### config.mk
export PLATFORM = sky130hd
export DESIGN_NAME = mac_stream_driver_flat
export DESIGN_NICKNAME = d
export VERILOG_FILES = /design/src/rtl/mac_stream_driver_if.sv /design/src/rtl/mac_stream_driver.sv /design/src/flat_wrapper.sv
export SDC_FILE = /design/constraint.sdc
export NUM_CORES = 1
export LEC_CHECK = 0
export ABC_AREA = 1
export CAP_MARGIN = 20
export CORE_MARGIN = 1
export CORE_UTILIZATION = 30
export DETAILED_ROUTE_END_ITERATION = 6
export GPL_TIMING_DRIVEN = 0
export PLACE_DENSITY = 0.57
export SLEW_MARGIN = 20
export SYNTH_ARGS = -nofsm -noshare
export SYNTH_HDL_FRONTEND = slang
export SYNTH_SLANG_ARGS = --single-unit
### constraint.sdc
create_clock -name clk -period 2.7 [get_ports clk]
set_input_delay 0.54 -clock clk [delete_from_list [all_inputs] [get_ports clk]]
set_output_delay 0.54 -clock clk [all_outputs]
set_load 0.05 [all_outputs]
### src/rtl/mac_stream_driver_if.sv
// Bundle of the weight-write port, the activation/result valid-ready streams and the MAC control pins.
// No logic of its own: it only carries signals between the driver and its environment.
// master = the driver (mac_stream_driver); slave = the upstream/downstream/MAC side.
interface mac_stream_driver_if #(
    parameter int N      = 8,
    parameter int ADDR_W = 4
);
    logic              w_wr_en;
    logic [ADDR_W-1:0] w_wr_addr;
    logic [N-1:0]      w_wr_data;
    logic              in_valid;
    logic              in_ready;
    logic [N-1:0]      in_data;
    logic [N-1:0]      mac_weight;
    logic [N-1:0]      mac_in;
    logic              mac_reset;
    logic              mac_oe;
    logic              mac_forget;
    logic [N-1:0]      mac_out;
    logic              out_valid;
    logic              out_ready;
    logic [N-1:0]      out_data;

    modport master (
        input  w_wr_en, w_wr_addr, w_wr_data,
        input  in_valid, in_data,
        output in_ready,
        output mac_weight, mac_in, mac_reset, mac_oe, mac_forget,
        input  mac_out,
        output out_valid, out_data,
        input  out_ready
    );

    modport slave (
        output w_wr_en, w_wr_addr, w_wr_data,
        output in_valid, in_data,
        input  in_ready,
        input  mac_weight, mac_in, mac_reset, mac_oe, mac_forget,
        output mac_out,
        input  out_valid, out_data,
        output out_ready
    );
endinterface

### src/rtl/mac_stream_driver.sv
// Feeds one activation vector (paired with stored weights) into a MAC, drains it, captures the result.
// Latency: result valid 3 cycles after the last element handshake; new vector costs IDLE+CLEAR.
// Backpressure: in_ready only in STREAM; a result waits in HOLD until out_ready, blocking new vectors.
module mac_stream_driver #(
    parameter int N        = 8,
    parameter int N_INPUTS = 16,
    parameter int ADDR_W   = 4
) (
    input  logic               clk,
    input  logic               reset,
    mac_stream_driver_if.master bus
);

    localparam logic [2:0] S_IDLE    = 3'd0;
    localparam logic [2:0] S_CLEAR   = 3'd1;
    localparam logic [2:0] S_STREAM  = 3'd2;
    localparam logic [2:0] S_DRAIN   = 3'd3;
    localparam logic [2:0] S_CAPTURE = 3'd4;
    localparam logic [2:0] S_HOLD    = 3'd5;

    logic [2:0]        state;
    logic [2:0]        state_nxt;
    logic [ADDR_W-1:0] cnt;
    logic [N-1:0]      out_data_q;
    logic [N-1:0]      wram [N_INPUTS];

    logic hs;
    logic last;
    logic addr_ok;

    // An element is consumed only in STREAM; reset masks everything so outputs show reset values.
    assign hs      = (state == S_STREAM) & bus.in_valid & ~reset;
    assign last    = (cnt == ADDR_W'(N_INPUTS - 1));
    assign addr_ok = (32'(bus.w_wr_addr) < 32'(N_INPUTS));

    assign bus.in_ready   = (state == S_STREAM) & ~reset;
    assign bus.mac_reset  = reset | (state == S_CLEAR);
    assign bus.mac_oe     = (state == S_CAPTURE) & ~reset;
    assign bus.mac_forget = 1'b0;
    // Bubbles drive zeros so the MAC accumulates nothing on idle cycles.
    assign bus.mac_in     = hs ? bus.in_data : '0;
    assign bus.mac_weight = hs ? wram[cnt] : '0;
    assign bus.out_valid  = (state == S_HOLD) & ~reset;
    assign bus.out_data   = out_data_q;

    // Next-state selection for the vector sequencing FSM.
    always_comb begin
        state_nxt = state;
        case (state)
            S_IDLE:    if (bus.in_valid) state_nxt = S_CLEAR;
            S_CLEAR:   state_nxt = S_STREAM;
            S_STREAM:  if (hs && last) state_nxt = S_DRAIN;
            S_DRAIN:   state_nxt = S_CAPTURE;
            S_CAPTURE: state_nxt = S_HOLD;
            S_HOLD:    if (bus.out_ready) state_nxt = S_IDLE;
            default:   state_nxt = S_IDLE;
        endcase
    end

    // State, element counter and captured result; reset aborts any vector in flight.
    always_ff @(posedge clk) begin
        if (reset) begin
            state      <= S_IDLE;
            cnt        <= '0;
            out_data_q <= '0;
        end else begin
            state <= state_nxt;
            if (state == S_CLEAR) begin
                cnt <= '0;
            end else if (hs) begin
                cnt <= last ? '0 : cnt + ADDR_W'(1);
            end
            if (state == S_CAPTURE) begin
                out_data_q <= bus.mac_out;
            end
        end
    end

    // Weight RAM: unreset so weights survive reset; written only while idle with a legal index.
    always_ff @(posedge clk) begin
        if (!reset && state == S_IDLE && bus.w_wr_en && addr_ok) begin
            wram[bus.w_wr_addr] <= bus.w_wr_data;
        end
    end

endmodule

### src/flat_wrapper.sv
// flat-port wrapper written by rule: the top's interface ports become plain ports
module mac_stream_driver_flat 
#(
    parameter int N        = 8,
    parameter int N_INPUTS = 16,
    parameter int ADDR_W   = 4
)
  (clk, reset, bus_w_wr_en, bus_w_wr_addr, bus_w_wr_data, bus_in_valid, bus_in_data, bus_in_ready, bus_mac_weight, bus_mac_in, bus_mac_reset, bus_mac_oe, bus_mac_forget, bus_mac_out, bus_out_valid, bus_out_data, bus_out_ready);
  mac_stream_driver_if #(.N(N), .ADDR_W(ADDR_W)) bus_i ();
  input  logic clk;
  input  logic reset;
  input wire logic [$bits(bus_i.w_wr_en)-1:0] bus_w_wr_en;
  input wire logic [$bits(bus_i.w_wr_addr)-1:0] bus_w_wr_addr;
  input wire logic [$bits(bus_i.w_wr_data)-1:0] bus_w_wr_data;
  input wire logic [$bits(bus_i.in_valid)-1:0] bus_in_valid;
  input wire logic [$bits(bus_i.in_data)-1:0] bus_in_data;
  output wire logic [$bits(bus_i.in_ready)-1:0] bus_in_ready;
  output wire logic [$bits(bus_i.mac_weight)-1:0] bus_mac_weight;
  output wire logic [$bits(bus_i.mac_in)-1:0] bus_mac_in;
  output wire logic [$bits(bus_i.mac_reset)-1:0] bus_mac_reset;
  output wire logic [$bits(bus_i.mac_oe)-1:0] bus_mac_oe;
  output wire logic [$bits(bus_i.mac_forget)-1:0] bus_mac_forget;
  input wire logic [$bits(bus_i.mac_out)-1:0] bus_mac_out;
  output wire logic [$bits(bus_i.out_valid)-1:0] bus_out_valid;
  output wire logic [$bits(bus_i.out_data)-1:0] bus_out_data;
  input wire logic [$bits(bus_i.out_ready)-1:0] bus_out_ready;
  assign bus_i.w_wr_en = bus_w_wr_en;
  assign bus_i.w_wr_addr = bus_w_wr_addr;
  assign bus_i.w_wr_data = bus_w_wr_data;
  assign bus_i.in_valid = bus_in_valid;
  assign bus_i.in_data = bus_in_data;
  assign bus_in_ready = bus_i.in_ready;
  assign bus_mac_weight = bus_i.mac_weight;
  assign bus_mac_in = bus_i.mac_in;
  assign bus_mac_reset = bus_i.mac_reset;
  assign bus_mac_oe = bus_i.mac_oe;
  assign bus_mac_forget = bus_i.mac_forget;
  assign bus_i.mac_out = bus_mac_out;
  assign bus_out_valid = bus_i.out_valid;
  assign bus_out_data = bus_i.out_data;
  assign bus_i.out_ready = bus_out_ready;
  mac_stream_driver #(.N(N), .N_INPUTS(N_INPUTS), .ADDR_W(ADDR_W)) u_core (.clk(clk), .reset(reset), .bus(bus_i));
endmodule
Word-level counts from Yosys, hierarchy flattened
Memories as Yosys holds them, arrays and structs flattened. A register that Yosys moved wholly into a read port is not among the register bits.
Cells that the tools add are included.
- register bits: 15
- memory bits (writable): 128
- input bits: 33
- output and inout bits: 29
- logic and storage cells: 39
- memories: 1
- add/sub/neg operators: 1
- equality and inequality tests: 9
- muxes and demuxes: 11
- bitwise operators: 7
- reductions and logical operators: 7
- memory list (memory ; depth ; bits a word ; read ports ; clocked after Yosys merged registers in ; wr ports ; line ; RTL):
    u_core.wram ; 16 ; 8 ; 1 ; 1 ; 1 ; mac_stream_driver.sv:25 ; logic [N-1:0] wram [N_INPUTS];
- operators by type and width (cell ; count):
    3-bit case mux with 6 select lines ; 1
    8-bit two-way mux ; 2
    4-bit two-way mux ; 3
    3-bit two-way mux ; 3
    3-bit by 2-bit equality test with 1-bit output, second input constant ; 2
    3-bit equality test, second input constant ; 2
    2-bit inequality test, second input constant ; 3
    1-bit bitwise AND ; 5
    4-bit by 1-bit adder with 4-bit output, second input constant ; 1
    4-bit equality test, second input constant ; 1
    3-bit by 1-bit equality test with 1-bit output, second input constant ; 1
    1-bit logical AND ; 3
    3-bit logical NOT ; 1
    3-bit AND reduction ; 1
    1-bit two-way mux ; 2
    2-bit OR reduction ; 1
    1-bit logical NOT ; 1
    1-bit NOT ; 1
    1-bit bitwise OR ; 1

Longest topological paths before layout
Gate-level depths: netlist (run 1).
- depth after elaboration: 6
- depth in mapped cells: 11
- mapped depth without buffers: 9

Least setup slack after synthesis (run 1)
No wires, ideal clock.
- path type: input port to output port
- start point: input port reset
- end point: output port bus_mac_weight[0]
- arrival: 2.025 ns
- data required time: 2.160 ns
- path slack: 0.135 ns
- stages: 5
- buffers on the path: 0
- cells stage by stage: nor2_2 -> nand2_2 -> inv_2 -> nand2_1 -> nor2_1
- cells in the longest elaborated chain, start to end: 3
- RTL lines (element ; line ; RTL):
    from (decl) ; flat_wrapper.sv:11 ; input logic reset;
    1-bit NOT ; mac_stream_driver.sv:32 ; assign hs = (state == S_STREAM) & bus.in_valid & ~reset;
    1-bit bitwise AND ; mac_stream_driver.sv:32 ;
    8-bit two-way mux ; mac_stream_driver.sv:42 ; assign bus.mac_weight = hs ? wram[cnt] : '0;
    to (decl) ; flat_wrapper.sv:18 ; output wire logic [$bits(bus_i.mac_weight)-1:0] bus_mac_weight;
No other way between the ends.

==> results of run 1 <==
[Yosys cell counts, drive strengths merged]
master and number:
nand2 166, clkbuf 3, inv 47, ha 1, edfxtp 128, nand4 2, nor3 6, conb 1
o21ai 37, o211ai 21, nor2 116, dfxtp 19, or2 2, nand3 24, a21oi 7, buf 25
a31oi 1
[area by class of cell]
type                            instances  area [µm²]  share of cell area [%]
Clock inverter                         12         116                    1.48
Tap cell                              270         338                    4.28
Timing Repair Buffer                   61         599                    7.60
Multi-Input combinational cell        384        1760                    22.3
Clock buffer                           18         429                    5.44
Buffer                                 28         243                    3.08
Sequential cell                       147        4230                    53.6
Inverter                               47         176                    2.24
[kinds of logic after synthesis]
kind of cell / after synthesis
other: 1
buffers and inverters: 75
AOI/OAI and AO/OA: 66
adders and majority gates: 1
and+or+nand+nor: 316
DFF: 147
[how the worst max path moves through the flow]
stage,start,endpoint,slack (ns)
2_1_floorplan,reset,bus_mac_weight[0],0.14
3_3_place_gp,reset,bus_mac_weight[1],-0.53
3_5_place_dp,reset,bus_mac_weight[1],-0.52
4_1_cts,reset,bus_mac_reset,0.000002
5_1_grt,register,bus_mac_weight[6],0.005
6_report,register,bus_mac_weight[0],0.10
[worst reg2reg max path, stage by stage (launching register included)]
cell     delay [ns]
dfxtp_1        0.35
nor2_1         0.21
nand4_2        0.29
inv_1          0.19
nand3_1        0.15
nor2_1         0.67
[layout by cell type, fill, tap and decap left out, types with 2 or more instances in the layout]
cell type and instances:
clkbuf_4 4, nor3_2 5, bufinv_16 2, a21oi_1 7, clkinv_1 2, nand2_1 165
clkinv_2 5, clkbuf_2 3, buf_2 7, o21ai_1 8, o211ai_1 5, dfxtp_1 18
nor2_2 3, inv_1 43, inv_2 4, clkbuf_16 17, clkdlybuf4s15_2 8, o21ai_0 29
buf_6 14, edfxtp_1 128, nand3_1 23, nor2_1 113, clkinvlp_4 2, clkdlybuf4s50_1 41
buf_4 9, o211ai_2 16
[layer usage]
metal / up-vias / GRT usage (%) / wire length, µm / share of wire (%)
met1: 2001 / 18.9 / 6900 / 46
met4: 0 / 5.82 / 332 / 2.2
met5: - / 0 / 0 / 0
met2: 82 / 22.5 / 7140 / 48
met3: 21 / 3.77 / 547 / 3.7
li1: 2178 / - / - / -
[sequential cells by signal, summed over array words and instances (netlist names), named ones only]
signal / count
u_core.wram: 128
u_core.state: 3
u_core.bus.out_data: 8
u_core.cnt: 4
[timing repair]
item	4_1_cts	5_1_grt
setup endpoints to repair	18	15
pin swaps	0	0
hold buffers	0	0
gates resized for setup	68	27
gates cloned	0	0
[power by group through the flow]
| stage | registers (mW) | logic [mW] | clock network [mW] |
|---|---|---|---|
| after floorplan | 2.59 | 0.209 | 0 |
| after global placement | 2.57 | 0.401 | 0 |
| after detailed placement | 2.57 | 0.407 | 0 |
| after CTS | 2.52 | 0.403 | 2.23 |
| after global routing | 2.52 | 0.437 | 2.32 |
| final | 2.52 | 0.401 | 2.20 |
[per-stage QoR]
stage	setup WS [ns]	hold slack, ns	utilization (%)	setup TNS, ns	power [mW]
finish	0.103	0.476	38.5	0	5.12
global route	0.00454	0.491	38.5	0	5.28
CTS	0.00000178	0.487	38.3	0	5.15
detailed placement	-0.519	0.475	35.7	-21.51	2.98
global placement	-0.532	0.467	35.6	-23.63	2.97
floorplan	0.135	0.459	-	0	2.80
==> flow_summary.json, run 1 <==
{
  "synth_simple_gate_area_share_pct": 19.6,
  "rows": 52,
  "n_antenna_cell": 0,
  "pwr-share-seq_pct": 49.2,
  "max_clock_freq_mhz": 385,
  "fin_area_um2": 7890,
  "yosysWarnings": 0,
  "startpoint_type": "register",
  "p_int_mw": 3.97,
  "cts_buffers": 17,
  "cp_max_fo": 10,
  "crit_cells": 12,
  "drt.antenna.violating_nets": 0,
  "yosysTopAreaCell": "edfxtp_1",
  "ios": 62,
  "drt-vias-per-instance": 4.43,
  "grt_usage_pct": 14.4,
  "overflow": 0,
  "rsz0062_at_grt": "false",
  "worstMarginPinSlew_ns": 0.834,
  "ys_top_cells_by_area": "edfxtp_1, nand2_1, nor2_1",
  "grt_pass1_vias": 4075,
  "slowest_stage": "dfxtp_1",
  "cts.htree.levels": 4,
  "finalCriticalPeriod_ns": 2.60,
  "critical-path-max-stage-delay_ns": 0.32,
  "r2r-start": "u_core.state[0]$_SDFFE_PP0P_",
  "cts_setup_buffers": 0,
  "worst_skew_pair.late_latency_ns": 0.42,
  "switchingPower_mw": 1.15,
  "cts_max_path_buffers": 2,
  "synth_area_um2": 6360,
  "fin_skew_ns": 0.00570,
  "crit_type": "reg -> out",
  "syn_avg_cell_area_um2": 10.5,
  "cp_top_family": "buffers and inverters",
  "wl_per_cell_um": 15.4,
  "stdcell_count": 967,
  "path_cells": "buf_6 > buf_8 > buf_6 > nand2_1 > nand2_1 > nand2_1 > nand3_1 > nand2_1 > nand2_1 > nand2_1 > nor2_1 > buf_4",
  "power_density_nw_per_um2": 649,
  "synthAdderAreaFrac_pct": 0.197,
  "cts_root_buffer": "clkbuf_16",
  "r2r_slack_ns": 0.46,
  "cp.required_ns": 2.16,
  "synth_cell_types": 28,
  "setup_violations": 0,
  "nNetsFinal": 720,
  "path_clk_slew_ns": 0.06,
  "dp.cells": 937,
  "clock_sinks": 147,
  "synth-xor-area-share_pct": 0,
  "synth_compound_area_share_pct": 7.30,
  "drt_first_pass_iters": 5,
  "hold_end": "u_core.state[0]$_SDFFE_PP0P_",
  "drc_errors": 0,
  "hold_start": "reset",
  "combPwrFrac_pct": 7.8,
  "min_path_cells": 2,
  "grt_max_degree": 17,
  "cp_common_cell": "nand2_1",
  "worst_setup_path_end_kind": "output port",
  "final_max_slew_viol_count": 0,
  "initial_core_util_pct": 31.0,
  "cp.arrival_ns": 2.06,
  "synth_top_area_share_pct": 60.4,
  "layout-drive-gt1-share_pct": 15.2,
  "crit_buf_inv": 4,
  "hold_path.class": "in -> reg",
  "swShare_pct": 22.4,
  "synthToLayoutAreaGrowth_pct": 24.0,
  "fillers": 1982,
  "dieArea_um2": 21800,
  "clkPwrFrac_pct": 43.0,
  "finalHoldViolCount": 0,
  "slew_headroom_pct": 44.2,
  "die_height_um": 148,
  "cap_violations": 0,
  "yosys_register_bits": 147,
  "cts_tree": "built",
  "num_vias": 4282,
  "status": "completed",
  "synth_nets": 640,
  "p_leak_nw": 3.02,
  "finalWeightedCongestion": 0.913,
  "synthCells": 606,
  "antenna_found_initial": 0,
  "period_share_pct": 96.2,
  "ir_drop_mv": 0.463,
  "wl_mm": 14.9,
  "reg2reg_depth": 5,
  "coreArea_um2": 20500,
  "ys_seq_area_share_pct": 66.4,
  "synth_top_family_by_area": "simple AND/OR/NAND/NOR gates",
  "io_buffers": 60,
  "post-dp-hpwl_mm": 10.3,
  "dpl_cell_area_um2": 7330,
  "die_w_um": 148,
  "r2r_end": "u_core.wram[6][0]$_DFFE_PP_",
  "grt_pass1_wl_mm": 22.8,
  "muxShareOfSynthArea_pct": 0,
  "drt_iter0_drc": 331
}
Power figures use the tool's default switching activity.
==> run 2, diff against run 1 <==
CTS_CLUSTER_DIAMETER = 50   (was unset)
==> results of run 2 <==
Same layout as run 1: the final DEF is identical, and so are final timing and power.
